## config.mk

```make
export PLATFORM = sky130hd
export DESIGN_NAME = carregador_instrucoes_flat
export DESIGN_NICKNAME = d
export VERILOG_FILES = /design/src/rtl/carregador_instrucoes_pkg.sv /design/src/rtl/carregador_instrucoes_if.sv /design/src/rtl/carregador_instrucoes_montador_palavra.sv /design/src/rtl/carregador_instrucoes.sv /design/src/flat_wrapper.sv
export SDC_FILE = /design/constraint.sdc
export NUM_CORES = 1
export LEC_CHECK = 0
export ABC_AREA = 1
export BUFFER_PORTS_ARGS = -buffer_cell sky130_fd_sc_hd__buf_2
export CAP_MARGIN = 0
export CORE_ASPECT_RATIO = 1.75
export CORE_MARGIN = 1
export CORE_UTILIZATION = 48
export DETAILED_ROUTE_END_ITERATION = 10
export GPL_TIMING_DRIVEN = 0
export MAX_ROUTING_LAYER = met4
export PLACE_DENSITY = 0.76
export SLEW_MARGIN = 20
export SYNTH_ARGS = -nofsm -noshare
export SYNTH_HDL_FRONTEND = slang
export SYNTH_SLANG_ARGS = --single-unit
```

## constraint.sdc

```tcl
create_clock -name clk -period 1.54 [get_ports clk]
set_input_delay 0.385 -clock clk [delete_from_list [all_inputs] [get_ports clk]]
set_output_delay 0.385 -clock clk [all_outputs]
set_load 0.02 [all_outputs]
```

## src/rtl/carregador_instrucoes_pkg.sv

```systemverilog
// Shared types and constants for the instruction-memory program loader.
package carregador_pkg;

  typedef enum logic [1:0] {
    OCIOSO     = 2'd0,
    CARREGANDO = 2'd1,
    CONCLUIDO  = 2'd2
  } estado_t;

  localparam int BYTES_POR_PALAVRA = 4;

  // First byte of the stream lands in the most significant lane.
  localparam bit ORDEM_BIG_ENDIAN = 1'b1;

  function automatic int faixa_lsb(input int indice);
    return ORDEM_BIG_ENDIAN ? (BYTES_POR_PALAVRA - 1 - indice) * 8 : indice * 8;
  endfunction

endpackage

```

## src/rtl/carregador_instrucoes_if.sv

```systemverilog
// Byte-stream input and instruction-memory write port of the loader.
interface carregador_instrucoes_if;

  logic [7:0]  byte_dado;
  logic        byte_valido;
  logic        byte_pronto;
  logic        mem_we;
  logic [31:0] mem_addr;
  logic [31:0] mem_dados;

  modport slave (
    input  byte_dado,
    input  byte_valido,
    output byte_pronto,
    output mem_we,
    output mem_addr,
    output mem_dados
  );

  modport master (
    output byte_dado,
    output byte_valido,
    input  byte_pronto,
    input  mem_we,
    input  mem_addr,
    input  mem_dados
  );

endinterface

```

## src/rtl/carregador_instrucoes_montador_palavra.sv

```systemverilog
// Packs accepted bytes into a 32-bit word; unfilled lanes stay zero so a
// flush yields the zero-padded partial word.
module montador_palavra
  import carregador_pkg::*;
(
  input  logic        clk,
  input  logic        rst_n,
  input  logic        limpar,
  input  logic        aceitar,
  input  logic        descarregar,
  input  logic [7:0]  byte_dado,
  output logic [31:0] palavra,
  output logic        palavra_completa,
  output logic [1:0]  bytes_parciais
);

  logic [1:0] contador_reg;
  logic       esvaziar;

  assign palavra_completa = aceitar && (contador_reg == 2'(BYTES_POR_PALAVRA - 1));
  assign esvaziar         = limpar || palavra_completa || descarregar;
  assign bytes_parciais   = contador_reg;

  always_ff @(posedge clk) begin
    if (!rst_n || esvaziar) begin
      contador_reg <= 2'd0;
    end else if (aceitar) begin
      contador_reg <= contador_reg + 2'd1;
    end
  end

  // The byte accepted this cycle is forwarded straight into the word so the
  // write port can capture a complete or padded word on the same edge.
  generate
    for (genvar gi = 0; gi < BYTES_POR_PALAVRA; gi++) begin : g_faixa
      localparam logic [1:0] POSICAO = 2'(gi);
      localparam int         LSB     = faixa_lsb(gi);

      logic [7:0] faixa_reg;
      logic       captura;

      assign captura = aceitar && (contador_reg == POSICAO);

      always_ff @(posedge clk) begin
        if (!rst_n || esvaziar) begin
          faixa_reg <= 8'h00;
        end else if (captura) begin
          faixa_reg <= byte_dado;
        end
      end

      assign palavra[LSB +: 8] = captura ? byte_dado : faixa_reg;
    end
  endgenerate

endmodule

```

## src/rtl/carregador_instrucoes.sv

```systemverilog
// Program loader: FSM, word index and instruction-memory write port; keeps the
// CPU in reset until the program is fully written.
module carregador_instrucoes
  import carregador_pkg::*;
#(
  parameter int          NUM_PALAVRAS = 1024,
  parameter logic [31:0] END_BASE     = 32'h0000_0000,
  localparam int         LARGURA_CONT = $clog2(NUM_PALAVRAS + 1)
) (
  input  logic                      clk,
  input  logic                      rst_n,
  input  logic                      iniciar,
  input  logic                      finalizar,
  carregador_instrucoes_if.slave    bus,
  output logic [LARGURA_CONT-1:0]   palavras_escritas,
  output logic                      cpu_em_reset,
  output logic                      concluido
);

  localparam logic [LARGURA_CONT-1:0] ULTIMO_INDICE = LARGURA_CONT'(NUM_PALAVRAS - 1);

  estado_t                 estado_reg, estado_next;
  logic [LARGURA_CONT-1:0] indice_reg, indice_next;
  logic                    fim_pendente_reg, fim_pendente_next;
  logic                    mem_we_reg, mem_we_next;
  logic [31:0]             mem_addr_reg, mem_addr_next;
  logic [31:0]             mem_dados_reg, mem_dados_next;

  logic        byte_pronto;
  logic        aceitar;
  logic        limpar;
  logic        descarregar;
  logic        escrever;
  logic [31:0] palavra;
  logic        palavra_completa;
  logic [1:0]  bytes_parciais;
  logic [31:0] endereco_atual;

  assign byte_pronto    = (estado_reg == CARREGANDO) && !mem_we_reg && !fim_pendente_reg;
  assign aceitar        = bus.byte_valido && byte_pronto;
  assign endereco_atual = END_BASE + (32'(indice_reg) << 2);

  montador_palavra u_montador (
    .clk              (clk),
    .rst_n            (rst_n),
    .limpar           (limpar),
    .aceitar          (aceitar),
    .descarregar      (descarregar),
    .byte_dado        (bus.byte_dado),
    .palavra          (palavra),
    .palavra_completa (palavra_completa),
    .bytes_parciais   (bytes_parciais)
  );

  always_ff @(posedge clk) begin
    if (!rst_n) begin
      estado_reg       <= OCIOSO;
      indice_reg       <= '0;
      fim_pendente_reg <= 1'b0;
      mem_we_reg       <= 1'b0;
      mem_addr_reg     <= END_BASE;
      mem_dados_reg    <= 32'h0000_0000;
    end else begin
      estado_reg       <= estado_next;
      indice_reg       <= indice_next;
      fim_pendente_reg <= fim_pendente_next;
      mem_we_reg       <= mem_we_next;
      mem_addr_reg     <= mem_addr_next;
      mem_dados_reg    <= mem_dados_next;
    end
  end

  always_comb begin
    estado_next       = estado_reg;
    indice_next       = indice_reg;
    fim_pendente_next = fim_pendente_reg;
    mem_we_next       = 1'b0;
    mem_addr_next     = mem_addr_reg;
    mem_dados_next    = mem_dados_reg;
    limpar            = 1'b0;
    descarregar       = 1'b0;
    escrever          = 1'b0;

    case (estado_reg)
      OCIOSO, CONCLUIDO: begin
        if (iniciar) begin
          estado_next       = CARREGANDO;
          indice_next       = '0;
          fim_pendente_next = 1'b0;
          limpar            = 1'b1;
        end
      end

      CARREGANDO: begin
        if (mem_we_reg) begin
          // Write cycle: count the word, then stop if it was the last one.
          indice_next       = indice_reg + LARGURA_CONT'(1);
          fim_pendente_next = 1'b0;
          if (fim_pendente_reg || finalizar || (indice_reg == ULTIMO_INDICE)) begin
            estado_next = CONCLUIDO;
          end
        end else begin
          descarregar = finalizar && ((bytes_parciais != 2'd0) || aceitar);
          escrever    = palavra_completa || descarregar;
          if (escrever) begin
            mem_we_next    = 1'b1;
            mem_addr_next  = endereco_atual;
            mem_dados_next = palavra;
          end
          if (finalizar) begin
            if (escrever) begin
              fim_pendente_next = 1'b1;
            end else begin
              estado_next = CONCLUIDO;
            end
          end
        end
      end

      default: estado_next = OCIOSO;
    endcase
  end

  assign bus.byte_pronto = byte_pronto;
  assign bus.mem_we      = mem_we_reg;
  assign bus.mem_addr    = mem_addr_reg;
  assign bus.mem_dados   = mem_dados_reg;

  assign palavras_escritas = indice_reg;
  assign cpu_em_reset      = (estado_reg != CONCLUIDO);
  assign concluido         = (estado_reg == CONCLUIDO);

endmodule

```

## src/flat_wrapper.sv

```systemverilog
// flat-port wrapper written by rule: the top's interface ports become plain ports
module carregador_instrucoes_flat import carregador_pkg::*;
#(
  parameter int          NUM_PALAVRAS = 1024,
  parameter logic [31:0] END_BASE     = 32'h0000_0000,
  localparam int         LARGURA_CONT = $clog2(NUM_PALAVRAS + 1)
)
  (clk, rst_n, iniciar, finalizar, palavras_escritas, cpu_em_reset, concluido, bus_byte_dado, bus_byte_valido, bus_byte_pronto, bus_mem_we, bus_mem_addr, bus_mem_dados);
  carregador_instrucoes_if bus_i ();
  input  logic clk;
  input  logic rst_n;
  input  logic iniciar;
  input  logic finalizar;
  output logic [LARGURA_CONT-1:0] palavras_escritas;
  output logic cpu_em_reset;
  output logic concluido;
  input wire logic [$bits(bus_i.byte_dado)-1:0] bus_byte_dado;
  input wire logic [$bits(bus_i.byte_valido)-1:0] bus_byte_valido;
  output wire logic [$bits(bus_i.byte_pronto)-1:0] bus_byte_pronto;
  output wire logic [$bits(bus_i.mem_we)-1:0] bus_mem_we;
  output wire logic [$bits(bus_i.mem_addr)-1:0] bus_mem_addr;
  output wire logic [$bits(bus_i.mem_dados)-1:0] bus_mem_dados;
  assign bus_i.byte_dado = bus_byte_dado;
  assign bus_i.byte_valido = bus_byte_valido;
  assign bus_byte_pronto = bus_i.byte_pronto;
  assign bus_mem_we = bus_i.mem_we;
  assign bus_mem_addr = bus_i.mem_addr;
  assign bus_mem_dados = bus_i.mem_dados;
  carregador_instrucoes #(.NUM_PALAVRAS(NUM_PALAVRAS), .END_BASE(END_BASE)) u_core (.clk(clk), .rst_n(rst_n), .iniciar(iniciar), .finalizar(finalizar), .bus(bus_i), .palavras_escritas(palavras_escritas), .cpu_em_reset(cpu_em_reset), .concluido(concluido));
endmodule
```

# Word level (Yosys, flattened, before mapping)

Index checks and enable logic that the tools add are counted.

Bits of input ports: 13
Word-level logic and storage cells: 80
Output and inout bits: 79
Bits in writable memories: 0
Latch bits: 0
Flip-flop bits (word level): 92
Memory bits (read-only): 0
Memories: 0

Multiplexer cells: 23
Multiply operators: 0
Div/mod/pow operators: 0
Magnitude comparators: 0
Bitwise gates (word level): 3
Equal/unequal tests: 13
Reduce and logical (&&, ||, !) cells: 28
Add/sub/neg operators: 2
Shift operators: 0

Operator list:

| operator              | number |
|---|---|
| $mux 8                | 4 |
| $mux 11               | 2 |
| $pmux 11 s2           | 1 |
| $add 11x1->11 const B | 1 |
| $eq 11x10->1 const B  | 1 |
| $mux 2                | 5 |
| $mux 1                | 9 |
| $ne 3x2->1 const B    | 3 |
| $logic_and 1x1->1     | 8 |
| $reduce_and 4->1      | 2 |
| $logic_or 1x1->1      | 7 |
| $eq 2x2->1 const B    | 3 |
| $reduce_and 3->1      | 2 |
| $eq 2x1->1 const B    | 2 |
| $logic_not 2->1       | 2 |
| $ne 2x2->1 const B    | 2 |
| $pmux 2 s2            | 1 |
| $reduce_bool 2->1     | 2 |
| $logic_not 1->1       | 3 |
| $ne 3x3->1 const B    | 1 |
| $not 1->1             | 3 |
| $reduce_or 3->1       | 1 |
| $add 2x1->2 const B   | 1 |
| $ne 2x1->1 const B    | 1 |
| 2 further kinds       | 2 |

# Longest topological paths before layout

Depth in word-level cells: 11
Depth in mapped cells: 13
Depth with buffers taken out: 11

# Modules after synthesis

A second synthesis with hierarchy kept.

Cell total of the unflattened synthesis: 600
Area total of the unflattened synthesis: 4304.1 sq um

By module, submodules not included:

| module                | cells each | area each (sq um) | instances | sequential area each (sq um) |
|---|---|---|---|---|
| carregador_instrucoes | 332        | 2597.5            | 1         | 1161.1 |
| montador_palavra      | 268        | 1706.6            | 1         | 680.7 |

# Least setup slack after synthesis

OpenSTA, ideal clock, no wires.

Path kind: register -> register
Start: register u_core.estado_reg[0]
End: register u_core.mem_dados_reg[12], in the netlist u_core.bus.mem_dados[12]
Data required time: 1427 ps
Data arrival time: 1543 ps
Clock period less this slack: 1656 ps
Buffers on the path: 2
Slack: -116 ps
Cell stages (with the launch flop): 14
Cell sequence: dfxtp_1 > inv_2 > nor2_4 > nand4_4 > inv_2 > nand2_2 > nand2_2 > nand2_2 > inv_2 > buf_4 > buf_4 > nand2_1 > nand2_1 > nor2_1

Cells in the longest elaborated chain, start to end: 8
Elaborated cells between the ends (all ways): 11

RTL lines:

| element                         | line                                                     | source |
|---|---|---|
| start, declared                 | carregador_instrucoes.sv:22                              | `estado_t estado_reg, estado_next;` |
| start signal, assigned          | carregador_instrucoes.sv:64                              | `estado_reg <= estado_next;` |
| $eq 2x1->1 (*)                  | carregador_instrucoes.sv:39, carregador_instrucoes.sv:84 |  |
| $logic_and 1x1->1 (2 in series) | carregador_instrucoes.sv:39                              | `assign byte_pronto = (estado_reg == CARREGANDO) && !mem_we_reg && !fim_pendente_reg;` |
| $logic_and 1x1->1               | carregador_instrucoes.sv:40                              | `assign aceitar = bus.byte_valido && byte_pronto;` |
| $logic_or 1x1->1                | carregador_instrucoes.sv:103                             | `descarregar = finalizar && ((bytes_parciais != 2'd0) \|\| aceitar);` |
| $logic_and 1x1->1               | carregador_instrucoes.sv:103                             |  |
| $logic_or 1x1->1                | carregador_instrucoes.sv:104                             | `escrever = palavra_completa \|\| descarregar;` |
| $reduce_and 3->1 (no line)      | --                                                       |  |
| end signal, assigned            | carregador_instrucoes.sv:69                              | `mem_dados_reg <= mem_dados_next;` |
| end, declared                   | carregador_instrucoes.sv:27                              | `logic [31:0] mem_dados_reg, mem_dados_next;` |

Mark *: on every way between the ends. The rest lies on a longest branch, timed or not.
A chain may end at the register's enable or synchronous reset.

# Worst setup path in the final report

Start: register u_core.estado_reg[0]
End: register u_core.mem_dados_reg[6], in the netlist u_core.bus.mem_dados[6]

The elaborated chain is that of the path after synthesis.

==> results.sh <==
export IMPL_outcome="complete, but fails checks"
export IMPL_violations="setup timing"
export IMPL_hold_path_class="in -> reg"
export IMPL_grt_pass1_wl_um=16400
export IMPL_yosys_area_top_type_share_pct=48.8
export IMPL_io_buffers=70
export IMPL_antenna_cells=0
export IMPL_rsz0062_at_grt="yes"
export IMPL_synth_edf_count=0
export IMPL_cts_hold_buffers=0
export IMPL_dr_pass1_iters=5
export IMPL_cts_sinks=92
export IMPL_power_leakage_nw=2.49
export IMPL_drv_slew=0
export IMPL_regToRegSetupSlack_ns=-0.24
export IMPL_die_w_um=69.1
export IMPL_clk_transition_reported_paths_ns=0.06
export IMPL_io_pins=92
export IMPL_initial_core_util_pct=49.9
export IMPL_ant_nets=0
export IMPL_path_class="reg -> reg"
export IMPL_finalSetupViolCount=76
export IMPL_start_kind="flop"
export IMPL_htree_levels=3
export IMPL_synth_area_top_cells="dfxtp_1, nor2_1, nand2_1"
export IMPL_overflow=0
export IMPL_grt_usage_pct=26.2
export IMPL_path_delay_family="simple AND/OR/NAND/NOR gates"
export IMPL_path_cells="inv_4, nor2_4, nand4_4, inv_2, nand2_4, nand2_4, nand2_4, inv_6, buf_8, buf_16, nand2_1, nand2_1, nor2_1"
export IMPL_cts_root_buffer="clkbuf_16"
export IMPL_synthToLayoutAreaGrowth_pct=42.9
export IMPL_grt_pass1_vias=3651
export IMPL_layout_setup_ws_ns=-0.243
export IMPL_crit_slowest_cell="dfxtp_4"
export IMPL_clkPwrFrac_pct=42.0
export IMPL_finalPower_mw=5.37
export IMPL_hpwlAfterDp_um=6690
export IMPL_ys_flop_type="dfxtp_1"
export IMPL_fin_area_um2=5400
export IMPL_yosys_cell_types_count=24
export IMPL_grt_max_degree=14
export IMPL_drcViolationCount=0
export IMPL_layout_drive_gt1_share_pct=36.5
export IMPL_viasPerCell=5.16
export IMPL_netlist_top_cells_count="nor2_1, nand2_1, dfxtp_1"
export IMPL_power_density_nw_per_um2=996
export IMPL_p_int_mw=4.06
export IMPL_tritoncts="done"
export IMPL_wire_per_inst_um=15.1
export IMPL_switching_share_pct=24.5
export IMPL_hold_viol_final=0
export IMPL_p_sw_mw=1.32
export IMPL_yosysTopAreaCell="dfxtp_1"
export IMPL_syn_area_um2=3780
export IMPL_post_route_period_util_pct=116
export IMPL_max_clock_path_buffers=2
export IMPL_ys_ff_latch=92
export IMPL_power_frac_seq_pct=45.7
export IMPL_worstPathBufferInverterCount=5
export IMPL_synth_most_common_cell="nor2_1"
export IMPL_drtIter0Drc=282
export IMPL_avgSynthCellArea_um2=7.22
export IMPL_vdd_drop_max_mv=0.945
export IMPL_yosys_warnings=0
export IMPL_seq_area_frac_synth_pct=48.8
export IMPL_core_um2=7570
export IMPL_place_area_um2=4330
export IMPL_row_count=42
export IMPL_vias=3850
export IMPL_crit_top_cell="nand2_4"
export IMPL_cp_data_arrival_time_ns=2.02
export IMPL_die_area_um2=8240
export IMPL_clock_fmax_mhz=561
export IMPL_cap_violations=0
export IMPL_cpPeakStageDelay_ns=0.37
export IMPL_die_h_um=119
export IMPL_finish_utilization_pct=71.3
export IMPL_pwr_share_comb_pct=12.2
export IMPL_place_congestion=0.872
export IMPL_tightest_slew_ns=0.595
export IMPL_relSlewSlack_pct=60.3
export IMPL_fin_nets=672
export IMPL_clock_latency_ns=0.34
export IMPL_fin_skew_ns=0.00660
export IMPL_synthArstFlopShare_pct=0
export IMPL_syn_inst=523
export IMPL_required_ns=1.78
export IMPL_crit_fanout=5
export IMPL_antenna_found_initial=0
export IMPL_worst_setup_path_end_kind="flop"
export IMPL_wl_um=11300
export IMPL_cts_buffers=9
export IMPL_period_needed_ns=1.78
[worst register-to-register path: stages (launching register included)]
cell and delay (ns):
dfxtp_4 0.37, inv_4 0.04, nor2_4 0.15, nand4_4 0.17
inv_2 0.14, nand2_4 0.09, nand2_4 0.10, nand2_4 0.08
inv_6 0.09, buf_8 0.14, buf_16 0.13, nand2_1 0.07
nand2_1 0.08, nor2_1 0.05
[kinds of logic after synthesis]
| group | share of synthesized area, % |
|---|---|
| buffers and inverters | 10.7 |
| flip-flops | 48.8 |
| AND/OR/NAND/NOR | 30.3 |
| XOR/XNOR | 0.232 |
| adder cells (fa/ha/maj) | 1.66 |
| AO/OA/AOI/OAI | 8.18 |
| other | 0.0993 |
[area by class of cell]
class / count / area [µm²]
Buffer: 42 / 370
Sequential cell: 92 / 1860
Clock buffer: 14 / 274
Tap cell: 88 / 110
Timing Repair Buffer: 100 / 691
Inverter: 36 / 145
Fill cell: 562 / 2170
Multi-Input combinational cell: 373 / 1920
Clock inverter: 1 / 30.0
[power by group through the flow]
stage                     Sequential, mW  Combinational (mW)  Clock, mW
after detailed placement            2.51               0.488          0
final                               2.46               0.658       2.26
after CTS                           2.46               0.575       2.27
after floorplan                     2.54               0.325          0
after global placement              2.51               0.481          0
after global routing                2.46               0.706       2.37
[per-stage QoR]
| stage | setup WS (ns) | instances | TNS (ns) | hold WS (ns) |
|---|---|---|---|---|
| 4_1_cts | -0.129 | 739 | -2.86 | 0.304 |
| 2_1_floorplan | -0.0575 | 543 | -1.57 | 0.474 |
| 3_5_place_dp | -0.387 | 701 | -21.01 | 0.466 |
| 6_report | -0.243 | 746 | -12.33 | 0.331 |
| 5_1_grt | -0.306 | 746 | -18.54 | 0.366 |
| 3_3_place_gp | -0.341 | 701 | -18.29 | 0.458 |
[metal layers]
metal  vias to the layer above  global-route usage [%]  share of wire, %
met5                         -                       -                 0
met4                         0                    20.4               5.8
met3                        49                    3.72               5.6
met2                       178                    47.3                54
met1                      1784                    24.4                34
li1                       1839                       -                 -
[repair_timing]
action,4_1_cts,5_1_grt
endpoints found under the setup margin,82,82
gates resized for setup,70,92
setup buffers,19,8
pin swaps,13,27
gates cloned,4,2
[path summary, 6_finish.rpt]
kind                                   startpoint                              endpoint  cells past startpoint
max             u_core.estado_reg[0]$_SDFFE_PN0P_  u_core.bus.mem_dados[6]$_SDFFE_PN0P_                     13
min reg2reg  u_core.bus.mem_dados[5]$_SDFFE_PN0P_  u_core.bus.mem_dados[5]$_SDFFE_PN0P_                      2
min                                       iniciar     u_core.estado_reg[0]$_SDFFE_PN0P_                      3
max reg2reg     u_core.estado_reg[0]$_SDFFE_PN0P_  u_core.bus.mem_dados[6]$_SDFFE_PN0P_                     13
[cells in the final DEF, fill, tap and decap left out, types with 13 or more instances in the layout]
cell type	n
inv_1	30
conb_1	21
o21ai_1	13
dfxtp_1	85
buf_2	69
nand2_4	13
nand2_2	28
o21ai_2	14
nand2_1	86
nor2_1	125
o21ai_0	20
buf_4	47
Note: power is estimated with default switching activity, not from simulation.
